File: config.mk
export PLATFORM = sky130hd
export DESIGN_NAME = instr_encoder
export DESIGN_NICKNAME = d
export VERILOG_FILES = /design/src/rtl/instr_pkg.sv /design/src/rtl/instr_fifo.sv /design/src/rtl/instr_encoder.sv
export SDC_FILE = /design/constraint.sdc
export NUM_CORES = 1
export LEC_CHECK = 0
export CELL_PAD_IN_SITES_DETAIL_PLACEMENT = 0
export CELL_PAD_IN_SITES_GLOBAL_PLACEMENT = 1
export CORE_ASPECT_RATIO = 1.5
export CORE_MARGIN = 1.5
export CORE_UTILIZATION = 44
export CTS_CLUSTER_SIZE = 25
export DETAILED_ROUTE_END_ITERATION = 7
export GPL_TIMING_DRIVEN = 0
export PLACE_DENSITY_LB_ADDON = 0.1
export SKIP_CTS_REPAIR_TIMING = 1
export SYNTH_ARGS = -nofsm -noshare
export SYNTH_HDL_FRONTEND = slang
export SYNTH_SLANG_ARGS = --single-unit
File: constraint.sdc
create_clock -name clk -period 2.9 [get_ports clk]
set_clock_uncertainty 0.2 [all_clocks]
set_input_delay 0.29 -clock clk [delete_from_list [all_inputs] [get_ports clk]]
set_output_delay 0.29 -clock clk [all_outputs]
set_load 0.1 [all_outputs]
File: src/rtl/instr_pkg.sv
// Shared definitions for the instruction encoder: kind codes, opcodes and word field layout.
// Also holds the kind-to-opcode and word-packing helpers used by the encoder and decoder.
package instr_pkg;

  typedef enum logic [3:0] {
    K_LOAD  = 4'd0,
    K_STORE = 4'd1,
    K_JUMP  = 4'd2,
    K_BRZ   = 4'd3,
    K_CTYPE = 4'd4,
    K_ADDI  = 4'd5,
    K_SUBI  = 4'd6,
    K_ANDI  = 4'd7,
    K_ORI   = 4'd8
  } kind_e;

  typedef enum logic [1:0] {
    S_IDLE = 2'd0,
    S_RUN  = 2'd1,
    S_DONE = 2'd2
  } state_e;

  localparam logic [3:0] OP_LOAD  = 4'b0000;
  localparam logic [3:0] OP_STORE = 4'b0001;
  localparam logic [3:0] OP_JUMP  = 4'b0010;
  localparam logic [3:0] OP_BRZ   = 4'b0100;
  localparam logic [3:0] OP_CTYPE = 4'b1000;
  localparam logic [3:0] OP_ADDI  = 4'b1100;
  localparam logic [3:0] OP_SUBI  = 4'b1101;
  localparam logic [3:0] OP_ANDI  = 4'b1110;
  localparam logic [3:0] OP_ORI   = 4'b1111;

  localparam int WORD_W  = 16;
  localparam int OP_LSB  = 12;
  localparam int OP_W    = 4;
  localparam int RS_LSB  = 10;
  localparam int RT_LSB  = 8;
  localparam int REG_W   = 2;
  localparam int IMM_LSB = 0;
  localparam int IMM_W   = 8;

  typedef struct packed {
    logic            legal;
    logic [OP_W-1:0] op;
  } op_t;

  function automatic op_t kind_to_op(input logic [3:0] kind);
    op_t r;
    r.legal = 1'b1;
    r.op    = OP_LOAD;
    case (kind)
      K_LOAD:  r.op = OP_LOAD;
      K_STORE: r.op = OP_STORE;
      K_JUMP:  r.op = OP_JUMP;
      K_BRZ:   r.op = OP_BRZ;
      K_CTYPE: r.op = OP_CTYPE;
      K_ADDI:  r.op = OP_ADDI;
      K_SUBI:  r.op = OP_SUBI;
      K_ANDI:  r.op = OP_ANDI;
      K_ORI:   r.op = OP_ORI;
      default: r.legal = 1'b0;
    endcase
    return r;
  endfunction

  function automatic logic [WORD_W-1:0] pack_word(
    input logic [OP_W-1:0]  op,
    input logic [REG_W-1:0] rs,
    input logic [REG_W-1:0] rt,
    input logic [IMM_W-1:0] imm
  );
    logic [WORD_W-1:0] w;
    w = '0;
    w[OP_LSB  +: OP_W]  = op;
    w[RS_LSB  +: REG_W] = rs;
    w[RT_LSB  +: REG_W] = rt;
    w[IMM_LSB +: IMM_W] = imm;
    return w;
  endfunction

endpackage

File: src/rtl/instr_fifo.sv
// Power-of-two FIFO for encoded words; push while full is accepted only alongside a pop.
// flush empties the queue in one cycle without touching storage.
module instr_fifo #(
  parameter int DEPTH = 4,
  parameter int W     = 16
) (
  input  logic                     clk,
  input  logic                     rst,
  input  logic                     flush,
  input  logic                     push,
  input  logic [W-1:0]             din,
  input  logic                     pop,
  output logic [W-1:0]             dout,
  output logic                     empty,
  output logic                     full,
  output logic [$clog2(DEPTH):0]   count
);
  localparam int AW = $clog2(DEPTH);

  logic [W-1:0]  mem [DEPTH];
  logic [AW-1:0] wp, rp;
  logic          do_push, do_pop;

  assign empty   = (count == '0);
  assign full    = (count == (AW+1)'(DEPTH));
  assign do_pop  = pop && !empty;
  assign do_push = push && (!full || do_pop);
  assign dout    = mem[rp];

  always_ff @(posedge clk) begin
    if (do_push) mem[wp] <= din;
  end

  always_ff @(posedge clk) begin
    if (rst || flush) begin
      wp    <= '0;
      rp    <= '0;
      count <= '0;
    end else begin
      if (do_push) wp <= wp + AW'(1);
      if (do_pop)  rp <= rp + AW'(1);
      case ({do_push, do_pop})
        2'b10:   count <= count + (AW+1)'(1);
        2'b01:   count <= count - (AW+1)'(1);
        default: count <= count;
      endcase
    end
  end

endmodule

File: src/rtl/instr_encoder.sv
// Encodes operation requests into 16-bit words and streams them to instruction memory.
// Optional build macro INSTR_ENC_CHECKSUM_EN adds a running XOR checksum output.
module instr_encoder
  import instr_pkg::*;
#(
  parameter int DEPTH  = 4,
  parameter int ADDR_W = 8
) (
  input  logic              clk,
  input  logic              rst,
  input  logic              start,
  input  logic [ADDR_W-1:0] base_addr,
  input  logic              req_valid,
  output logic              req_ready,
  input  logic [3:0]        req_kind,
  input  logic [1:0]        req_rs,
  input  logic [1:0]        req_rt,
  input  logic [7:0]        req_imm,
  output logic              mem_we,
  output logic [ADDR_W-1:0] mem_addr,
  output logic [15:0]       mem_wdata,
  input  logic              mem_ready,
  output logic              err_illegal,
  output logic              busy,
  output logic              full_stop,
  output logic [ADDR_W:0]   word_count
`ifdef INSTR_ENC_CHECKSUM_EN
  ,
  output logic [15:0]       checksum
`endif
);
  localparam int CW = $clog2(DEPTH) + 1;

  state_e            state, state_nx;
  op_t               dec;
  logic              accept, wr_done, last_wr, drained, end_req;
  logic              enc_vld;
  logic [WORD_W-1:0] enc_word;
  logic [ADDR_W-1:0] addr;
  logic              f_empty, f_full;
  logic [CW-1:0]     f_cnt;

  assign dec      = kind_to_op(req_kind);
  assign accept   = req_valid && req_ready;
  assign wr_done  = mem_we && mem_ready;
  assign last_wr  = wr_done && (&addr);
  assign drained  = f_empty && !enc_vld;
  assign mem_addr = addr;

  // The staged word counts against capacity so the FIFO can never overflow.
  instr_fifo #(.DEPTH(DEPTH), .W(WORD_W)) u_fifo (
    .clk   (clk),
    .rst   (rst),
    .flush (last_wr),
    .push  (enc_vld && !last_wr),
    .din   (enc_word),
    .pop   (wr_done),
    .dout  (mem_wdata),
    .empty (f_empty),
    .full  (f_full),
    .count (f_cnt)
  );

  always_ff @(posedge clk) begin
    if (rst) state <= S_IDLE;
    else     state <= state_nx;
  end

  always_comb begin
    state_nx = state;
    case (state)
      S_IDLE: if (start) state_nx = S_RUN;
      S_RUN: begin
        if (last_wr)
          state_nx = S_DONE;
        else if ((end_req || start) && drained && !accept)
          state_nx = S_DONE;
      end
      S_DONE:  state_nx = S_IDLE;
      default: state_nx = S_IDLE;
    endcase
  end

  always_comb begin
    busy      = (state != S_IDLE);
    mem_we    = (state == S_RUN) && !f_empty;
    req_ready = (state == S_RUN) && !full_stop && !f_full &&
                ((f_cnt + CW'(enc_vld)) < CW'(DEPTH));
  end

  // start while running only marks end-of-session; the drain completes it.
  always_ff @(posedge clk) begin
    if (rst)                 end_req <= 1'b0;
    else if (state == S_RUN) begin
      if (start) end_req <= 1'b1;
    end else                 end_req <= 1'b0;
  end

  always_ff @(posedge clk) begin
    if (rst) begin
      enc_vld     <= 1'b0;
      enc_word    <= '0;
      err_illegal <= 1'b0;
      addr        <= '0;
      word_count  <= '0;
      full_stop   <= 1'b0;
    end else begin
      err_illegal <= accept && !dec.legal;
      enc_vld     <= accept && dec.legal && !last_wr;
      if (accept) enc_word <= pack_word(dec.op, req_rs, req_rt, req_imm);
      if (state == S_IDLE && start) begin
        addr       <= base_addr;
        word_count <= '0;
        full_stop  <= 1'b0;
      end else if (wr_done) begin
        word_count <= word_count + (ADDR_W+1)'(1);
        if (&addr) full_stop <= 1'b1;
        else       addr      <= addr + ADDR_W'(1);
      end
    end
  end

`ifdef INSTR_ENC_CHECKSUM_EN
  always_ff @(posedge clk) begin
    if (rst)                        checksum <= '0;
    else if (state == S_IDLE && start) checksum <= '0;
    else if (wr_done)               checksum <= checksum ^ mem_wdata;
  end
`endif

endmodule

==> results by stage, run 1 <==
STA:
- Based on the critical path, the design can be clocked at up to 365.5 MHz.
- The final worst slack is 0.1640 ns.
- The max-slew violation total from the final report is 0.
- The final count of negative-setup-slack endpoints is 0.
- The count of final hold-check violations is 0.
- Of the available clock period, the critical path in the final layout requires 0.9435.
- The transition time at the pin with the least slew margin is 0.9732 ns.
- The normalized max-slew margin is 0.3492.
- Setup repair after global routing left no endpoint under its margin.
- The post-route minimum period is 2.736 ns.
- The worst slack on hold paths is 0.1917 ns.
- The summed negative setup slack over all endpoints is 0 ns.

Global routing:
- Global routing finished with a remaining overflow of 0.
- Across every metal layer, demand over resource in global routing totals 0.1886.
- The first global-routing pass estimated 15790 um of wire.
- The maximum number of pins on one net before global-route repair is 20.
- The number of global-route vias before repair is 3158.
- The initial antenna violation count was 0.

Logic synthesis:
- The multiplexer area fraction after synthesis is 0.09247.
- The Yosys step of the flow raised 0 warnings.
- Among all flip-flop cells after synthesis, the most frequent one is edfxtp_1.
- The cell count after synthesis came out at 362.
- Of the total synthesized cell area, the portion taken by full adders, half adders and majority gates is 0.02043.
- Of the total synthesized cell area, the portion taken by AND, OR, NAND and NOR gates is 0.1406.
- In the post-synthesis netlist, the biggest area contributors are edfxtp_1 (41%), dfxtp_1 (21%), mux4_2 (7.7%).
- Counting flops with a built-in enable in the synthesized netlist gives 64.
- Of the post-synthesis cell area, the dominant cell type holds 0.4129.
- The async set-or-reset flop fraction in the synthesized netlist is 0.
- The main combinational cell family by area after synthesis is simple AND/OR/NAND/NOR gates.
- The synthesized-area fraction occupied by ao, oa, aoi and oai cells came to 0.08065.
- The post-synth net total is 398.
- The xor/xnor share of the synthesized area is 0.01694.
- The synthesized design spends more area on one cell type than any other, namely edfxtp_1.
- The total of flip-flops plus latches after synthesis is 112.
- The combined area of all synthesized cells is 0.004654 mm^2.
- After synthesis, the netlist uses 55 different library cells.
- The sequential share of the synthesized area is 0.6194.
- The post-synthesis area per instance is 12.86 um^2.

Floorplanning:
- The area of the core region is 0.01019 mm^2.
- The initial core utilization is 0.4567.
- The floorplan die area is 0.01122 mm^2.
- The floorplan step set the die height to 129.0 um.
- The die outline width is 86.98 um.
- The number of placed I/O pins is 67.
- The floorplan has 45 rows.

Clock tree:
- The clock reaches the later pin of the worst-skew pair after 0.35 ns.
- Clock tree synthesis inserted a total of 9 buffers.
- The number of clock sinks seen by CTS is 112.
- The maximum level of the CTS H-tree is 3.
- No sink is reached through more buffers than the 2 on the longest clock path.
- The CTS clock-pin slew for the worst setup and hold paths is 0.07 ns.
- The CTS root buffer is clkbuf_16.
- The clock tree from TritonCTS is yes.

Worst setup path:
- Data arrives at the worst endpoint at 2.81 ns.
- The critical path is of the register to register type.
- STA classifies the critical path endpoint as a register.
- Walking the worst path, the cells encountered are clkbuf_2 > or3_1 > buf_6 > nand2_1 > a21oi_1 > fa_1 > o31ai_1 > mux2i_1.
- The delay of the slowest critical-path stage is 0.44 ns.
- Along the worst path, the maximum fanout reaches 8.
- The slowest stage of the critical path is the o31ai_1 cell.
- The kind of start point of the critical path is a register.
- The required time reported for the critical path endpoint is 2.98 ns.

Power and ir drop:
- The combinational fraction of design power is 0.113.
- Of the total power, the share spent switching nets is 0.2551.
- The switching component of the power is 892.5 uW.
- Cell internal power was estimated by the tool at 2.606 mW.
- The standby leakage power is 1.998 nW.
- The total power draw is 3.498 mW.
- The peak supply drop is 0.3136 mV.
- The clock share of power is 0.388.
- The sequential power share is 0.499.
- The power per standard cell area is 604.7 mW/mm^2.

Outcome:
- The flow ran to the end, and the final reports show no timing, DRC or antenna violations.

Place:
- Including well taps, the total number of placed cells is 568.
- In this run the tool buffered the top-level ports with 65 buffer cells.
- Summed over all nets, the half-perimeter wirelength after detailed placement is 6773 um.
- OpenSTA, run right after detailed placement, puts the worst setup slack at -0.4275 ns.
- The final estimated routing congestion in global placement is 0.7397.

Route:
- The overall routed net length is 9678 um.
- The average wire length per cell after detail routing is 16.60 um.
- The routed via count divided by cell count is 5.280.
- The number of antenna-violating nets in the routed design is 0.
- The post-route DRC violation count is 0.
- Before antenna repair, the detailed router went through 4 iterations.
- The total vias in the final route is 3078.
- For this block, the initial DRC count from the detailed router was 138.

Flow run:
- The count of maximum capacitance violations is 0.

Cells and area:
- The number of antenna repair diodes is 0.
- The ratio of cells with drive above 1 in the final layout is 0.1538.
- The layout net count is 473.
- The final instance count without filler cells is 583.
- The area growth from synthesis to layout is 24.27%.

Hold path:
- The tightest min-delay check is of the input port to register type.
## layout make-up
type / instances / area (um^2)
buffer: 21 / 111.4
clock buffer: 10 / 229.0
clock inverter: 6 / 97.59
fill: 873 / 4407
inverter: 7 / 26.28
multi-input combinational: 221 / 1639
sequential: 112 / 2884
tap: 141 / 176.4
timing repair buffer: 65 / 620.6
## flip-flops by register name, indices dropped and copies added, names as in the netlist, named ones only
name,cells
u_fifo.mem,64
enc_word,16
word_count,9
mem_addr,8
u_fifo.count,3
state,2
u_fifo.rp,2
u_fifo.wp,2
enc_vld,1
end_req,1
err_illegal,1
full_stop,1
## worst max-delay path: cells and delay by family, from the launching register on
family	cells	cell delay, ns
compound gates	2	0.56
fa+ha+maj	1	0.43
buf+inv	2	0.33
flops	1	0.33
mux	1	0.22
simple gates	2	0.59
## Yosys cell counts (4+ instances only)
| cell | instances |
|---|---|
| edfxtp_1 | 64 |
| dfxtp_1 | 48 |
| nand2_1 | 40 |
| nor2_1 | 27 |
| a21oi_1 | 21 |
| mux4_2 | 16 |
| clkbuf_1 | 13 |
| nor3_1 | 12 |
| inv_1 | 7 |
| mux2i_1 | 7 |
| nand3_1 | 7 |
| ha_1 | 6 |
| nand2b_1 | 6 |
| o21ai_0 | 6 |
| xnor2_1 | 6 |
| and2_1 | 5 |
| nand4_1 | 5 |
| or3_1 | 5 |
| buf_2 | 4 |
## power groups by stage
stage	clock (mW)	sequential, mW	combinational, mW
6_report	1.36	1.75	0.396
5_1_grt	1.45	1.75	0.419
3_5_place_dp	0	1.78	0.403
4_1_cts	1.38	1.74	0.405
2_1_floorplan	0	1.86	0.198
3_3_place_gp	0	1.78	0.400
## layer usage
layer / vias to the layer above / GRT usage / routed length [um]
li1: 1504 / - / -
met1: 1512 / 0.2098 / 3821
met2: 54 / 0.3466 / 5392
met3: 8 / 0.04362 / 342
met4: 0 / 0.06641 / 121
met5: - / 0 / 0
## kinds of logic after synthesis
logic type | count (synthesis)
AOI/OAI and AO/OA | 54
xor gates and xnor gates | 9
adders and majority gates | 7
buffers and inverters | 29
DFF | 112
muxes | 23
and+or+nand+nor | 128
## through the flow
step / cell area (um^2) / util
3_5_place_dp: 5482 / 0.5379
5_1_grt: 5784 / 0.5676
6_report: 5784 / 0.5676
2_1_floorplan: 4654 / -
3_3_place_gp: 5482 / 0.5379
4_1_cts: 5808 / 0.5699
## placed cells by master (no fill, tap or decap), types with 4 or more instances in the layout
master           count
nand3_1              7
inv_1                7
and2_2               4
a21oi_1             21
clkbuf_2            12
xnor2_1              6
edfxtp_1            64
mux4_2              16
dlymetal6s2s_1       8
or3_1                5
nor2_1              27
nor3_1              12
nand4_1              5
clkbuf_16            9
clkdlybuf4s50_1     47
clkbuf_1            12
mux2i_1              7
nand2_1             40
ha_1                 6
nand2b_1             6
o21ai_0              6
dfxtp_1             47
## worst paths after layout
path | from | end | slack [ns] | depth (start not counted)
worst max-delay path | u_fifo.count[0] | u_fifo.count[2] | 0.16 | 8
worst min register to register | word_count[8] | word_count[8] | 0.29 | 2
worst max register to register | u_fifo.count[0] | u_fifo.count[2] | 0.16 | 8
worst min-delay path | rst | mem_addr[2] | 0.19 | 3
(Power assumes the default switching activity.)
==> inputs of run 2 (changes only) <==
--- a/config.mk
+++ b/config.mk
@@ -14,7 +14,7 @@
 export DETAILED_ROUTE_END_ITERATION = 7
 export GPL_TIMING_DRIVEN = 0
 export PLACE_DENSITY_LB_ADDON = 0.1
-export SKIP_CTS_REPAIR_TIMING = 1
+export SLEW_MARGIN = 20
 export SYNTH_ARGS = -nofsm -noshare
 export SYNTH_HDL_FRONTEND = slang
 export SYNTH_SLANG_ARGS = --single-unit
==> run 2 against run 1 <==
Effect of this change: first-iteration DRC count decreased by 25%; register-to-register slack improved by 0.03 ns; via count rose by 0.75%; die area unchanged; sequential power barely moved; hold slack better by 0.0049 ns; routed wire length grew 0.24%; critical path depth shrank 4; global-route usage is 0.079 points higher; sequential cell count unchanged.
==> results by stage, run 2 (same netlist as run 1, synthesis figures left out) <==
Global routing:
- The initial antenna violation count is 0.
- The total routing resource utilization after global routing is 0.1894.
- The number of global-route vias before repair is 3163.
- The total grt overflow is 0.
- Entering global routing, the biggest net connects 20 pins.
- The first global-routing pass estimated 15840 um of wire.

Clock tree:
- At the later pin of the worst-skew pair, clock insertion delay measures 0.35 ns.
- TritonCTS built the clock tree.
- The CTS clock-pin slew for the worst setup and hold paths is 0.07 ns.
- The number of buffers inserted by hold repair at cts is 0.
- No sink is reached through more buffers than the 2 on the longest clock path.
- The tree built by TritonCTS fans out to 112 sinks.
- The tree is rooted in a clkbuf_16.
- The maximum level of the CTS H-tree is 3.
- The number of buffers added by the clock tree synthesis step is 9.

Floorplanning:
- The area of the core region is 0.01019 mm^2.
- The initial core utilization is 0.4567.
- The die is 129.0 um tall.
- The number of placed I/O pins is 67.
- The floorplan die area is 0.01122 mm^2.
- The die outline width is 86.98 um.
- In this run the core area contains 45 standard-cell rows.

Worst setup path:
- The worst setup path is launched from a register.
- STA puts the critical path data required time at 2.41 ns.
- The delay of the slowest critical-path stage is 0.48 ns.
- The startpoint identified for the worst register-to-register timing path is u_fifo.count[0].
- The capturing point of the worst reg2reg path is u_fifo.count[2].
- For the worst flop-to-flop path, the logic depth is 8.
- The worst setup slack for register-to-register paths is 0.19 ns.
- The largest fanout on the critical path is 10.
- The critical path data arrival time is 2.25 ns.
- The number of buffer and inverter instances along the worst setup path is 3.
- The largest individual stage delay along the critical path comes from the cell clkdlybuf4s15_2.
- The worst setup path is captured at a primary output.
- The critical path in this run is classified as register to primary output.
- The kind of cell adding the most delay to the critical path is buffers and inverters.
- The critical path goes through clkbuf_1 > clkbuf_2 > mux4_2 > clkdlybuf4s15_2.

Cells and area:
- At the end of the flow the core is filled with cells to 0.5708.
- The largest registers in the layout are u_fifo.mem: 64 flops, enc_word: 16 flops, word_count: 9 flops.
- In the final layout, the multi-input gates occupy 0.001639 mm^2.
- The most flop-heavy register is u_fifo.mem.
- At the end of the flow, the number of nets in the layout was 473.
- Of the cells placed in the final design, the portion with a size suffix greater than 1 is 0.1538.
- The repair_antennas step left the layout with diodes totalling 0.
- The filler cell count in the final layout is 863.
- Leaving out fill and tap cells, the most frequent cell in the layout is edfxtp_1.
- The register area is 0.002884 mm^2.
- The register with the most flip-flops in the layout has 64 of them.
- The final instance count without filler cells is 583.
- Leaving out fill and tap cells, the most frequent cells in the layout are edfxtp_1 (64), dfxtp_1 (47), clkdlybuf4s50_1 (47).
- The synthesis-to-finish area growth is 24.97%.

STA:
- The max-slew violation total from the final report is 0.
- Static timing analysis puts the maximum clock frequency at 364.7 MHz.
- Setup repair after global routing left no endpoint under its margin.
- The final count of negative-setup-slack endpoints is 0.
- In this run the tightest slew margin relative to its limit is 0.3490.
- For the pin with the worst max-slew slack, the measured transition is 0.9734 ns.
- The final worst-path cycle share is 0.9455.
- The smallest clock period supported by the final layout is computed as 2.742 ns.
- The count of final hold-check violations is 0.

Power and ir drop:
- Power spread over the standard cell area amounts to 601.5 mW/mm^2.
- Of the total power, the share spent switching nets is 0.2553.
- The share of total power dissipated in combinational logic is 0.113.
- For this design the total switching power over the nets is 893.1 uW.
- The sequential power share is 0.499.
- The cell-internal power is 2.605 mW.
- The peak supply drop is 0.3157 mV.
- The share of total power dissipated in the clock network is 0.388.
- Summed over all cells, the static leakage comes to 1.952 nW.

Hold path:
- The worst min-delay path class is input port to register.
- The worst hold path was traced through 3 stages.
- The end of the worst hold path is mem_addr[2].
- The beginning of the worst hold path is rst.

Flow run:
- The count of maximum capacitance violations is 0.

Route:
- In the final routed layout, each cell accounts on average for 16.64 um.
- The routed via count divided by cell count is 5.319.
- The detail route stage leaves a number of antenna-violating nets equal to 0.
- For this run, design rule violations remaining after detail routing come to 0.
- The violation count after the first detailed-route iteration is 103.
- The routed layout has 3101 vias.
- For this block, the routed nets add up to 9701 um of wire.
- The first TritonRoute pass finished after 5 iterations.

Place:
- In this run, placement finished with an instance count of 568.
- The wire-length estimate of the detail-placed layout is 6773 um.
- Input and output buffers added on the ports amount to 65.
- The final estimated routing congestion in global placement is 0.7397.

Outcome:
- The flow ran to the end, and the final reports show no timing, DRC or antenna violations.
run 2: cell count changes in the layout (fill, tap and decap cells not counted), sizes merged:
cell / previous run / this run
dlygate4sd2: 0 / 8
buf: 7 / 8
clkbuf: 34 / 23
dlymetal6s2s: 8 / 0
clkdlybuf4s15: 0 / 10
run 2: layout make-up:
class | count | area share
buffer | 21 | 0.01914
clock buffer | 10 | 0.03936
clock inverter | 6 | 0.01678
inverter | 7 | 0.004517
multi-input combinational | 221 | 0.2818
sequential | 112 | 0.4958
tap | 141 | 0.03033
timing repair buffer | 65 | 0.1123
run 2: how the worst max path moves through the flow:
stage | startpoint | end | cells after the start
final | register | mem_wdata[12] | 4
after detailed placement | register | mem_wdata[12] | 4
after floorplan | mem_addr[0] | u_fifo.count[1] | 8
after CTS | register | mem_wdata[12] | 4
after global routing | u_fifo.count[0] | u_fifo.mem[3][12] | 5
after global placement | register | mem_wdata[12] | 4
run 2: worst min-delay path, cell delays in order:
cell and delay [ns]:
clkbuf_1 0.15, nor2_1 0.13, o211a_1 0.14
run 2: routing by layer:
layer	vias up	wire length, um	global-route usage	part of all wire
met4	0	116	0.06641	0.012
met3	8	375	0.04362	0.039
met5	-	0	0	0
li1	1504	-	-	-
met1	1528	3793	0.2093	0.39
met2	61	5416	0.3497	0.56
run 2: power groups by stage:
stage	Combinational, mW	Sequential (mW)	Clock, mW
2_1_floorplan	0.198	1.86	0
3_3_place_gp	0.400	1.78	0
3_5_place_dp	0.403	1.78	0
4_1_cts	0.400	1.75	1.38
5_1_grt	0.419	1.75	1.46
6_report	0.396	1.75	1.36
run 2: what timing repair did:
action,4_1_cts,5_1_grt
setup endpoints to repair,82,0
gates resized for setup,45,0
buffers inserted,0,0
run 2: metrics by stage:
stage	instance area, um^2	setup slack (ns)	power (mW)	setup TNS (ns)	hold slack (ns)
5_1_grt	5817	0.02993	3.627	0	0.2192
6_report	5817	0.1580	3.499	0	0.1966
3_3_place_gp	5482	-0.4273	2.178	-24.74	0.2672
3_5_place_dp	5482	-0.4275	2.184	-24.65	0.2822
4_1_cts	5817	0.1135	3.527	0	0.1879
2_1_floorplan	4654	0.01424	2.053	0	0.2260
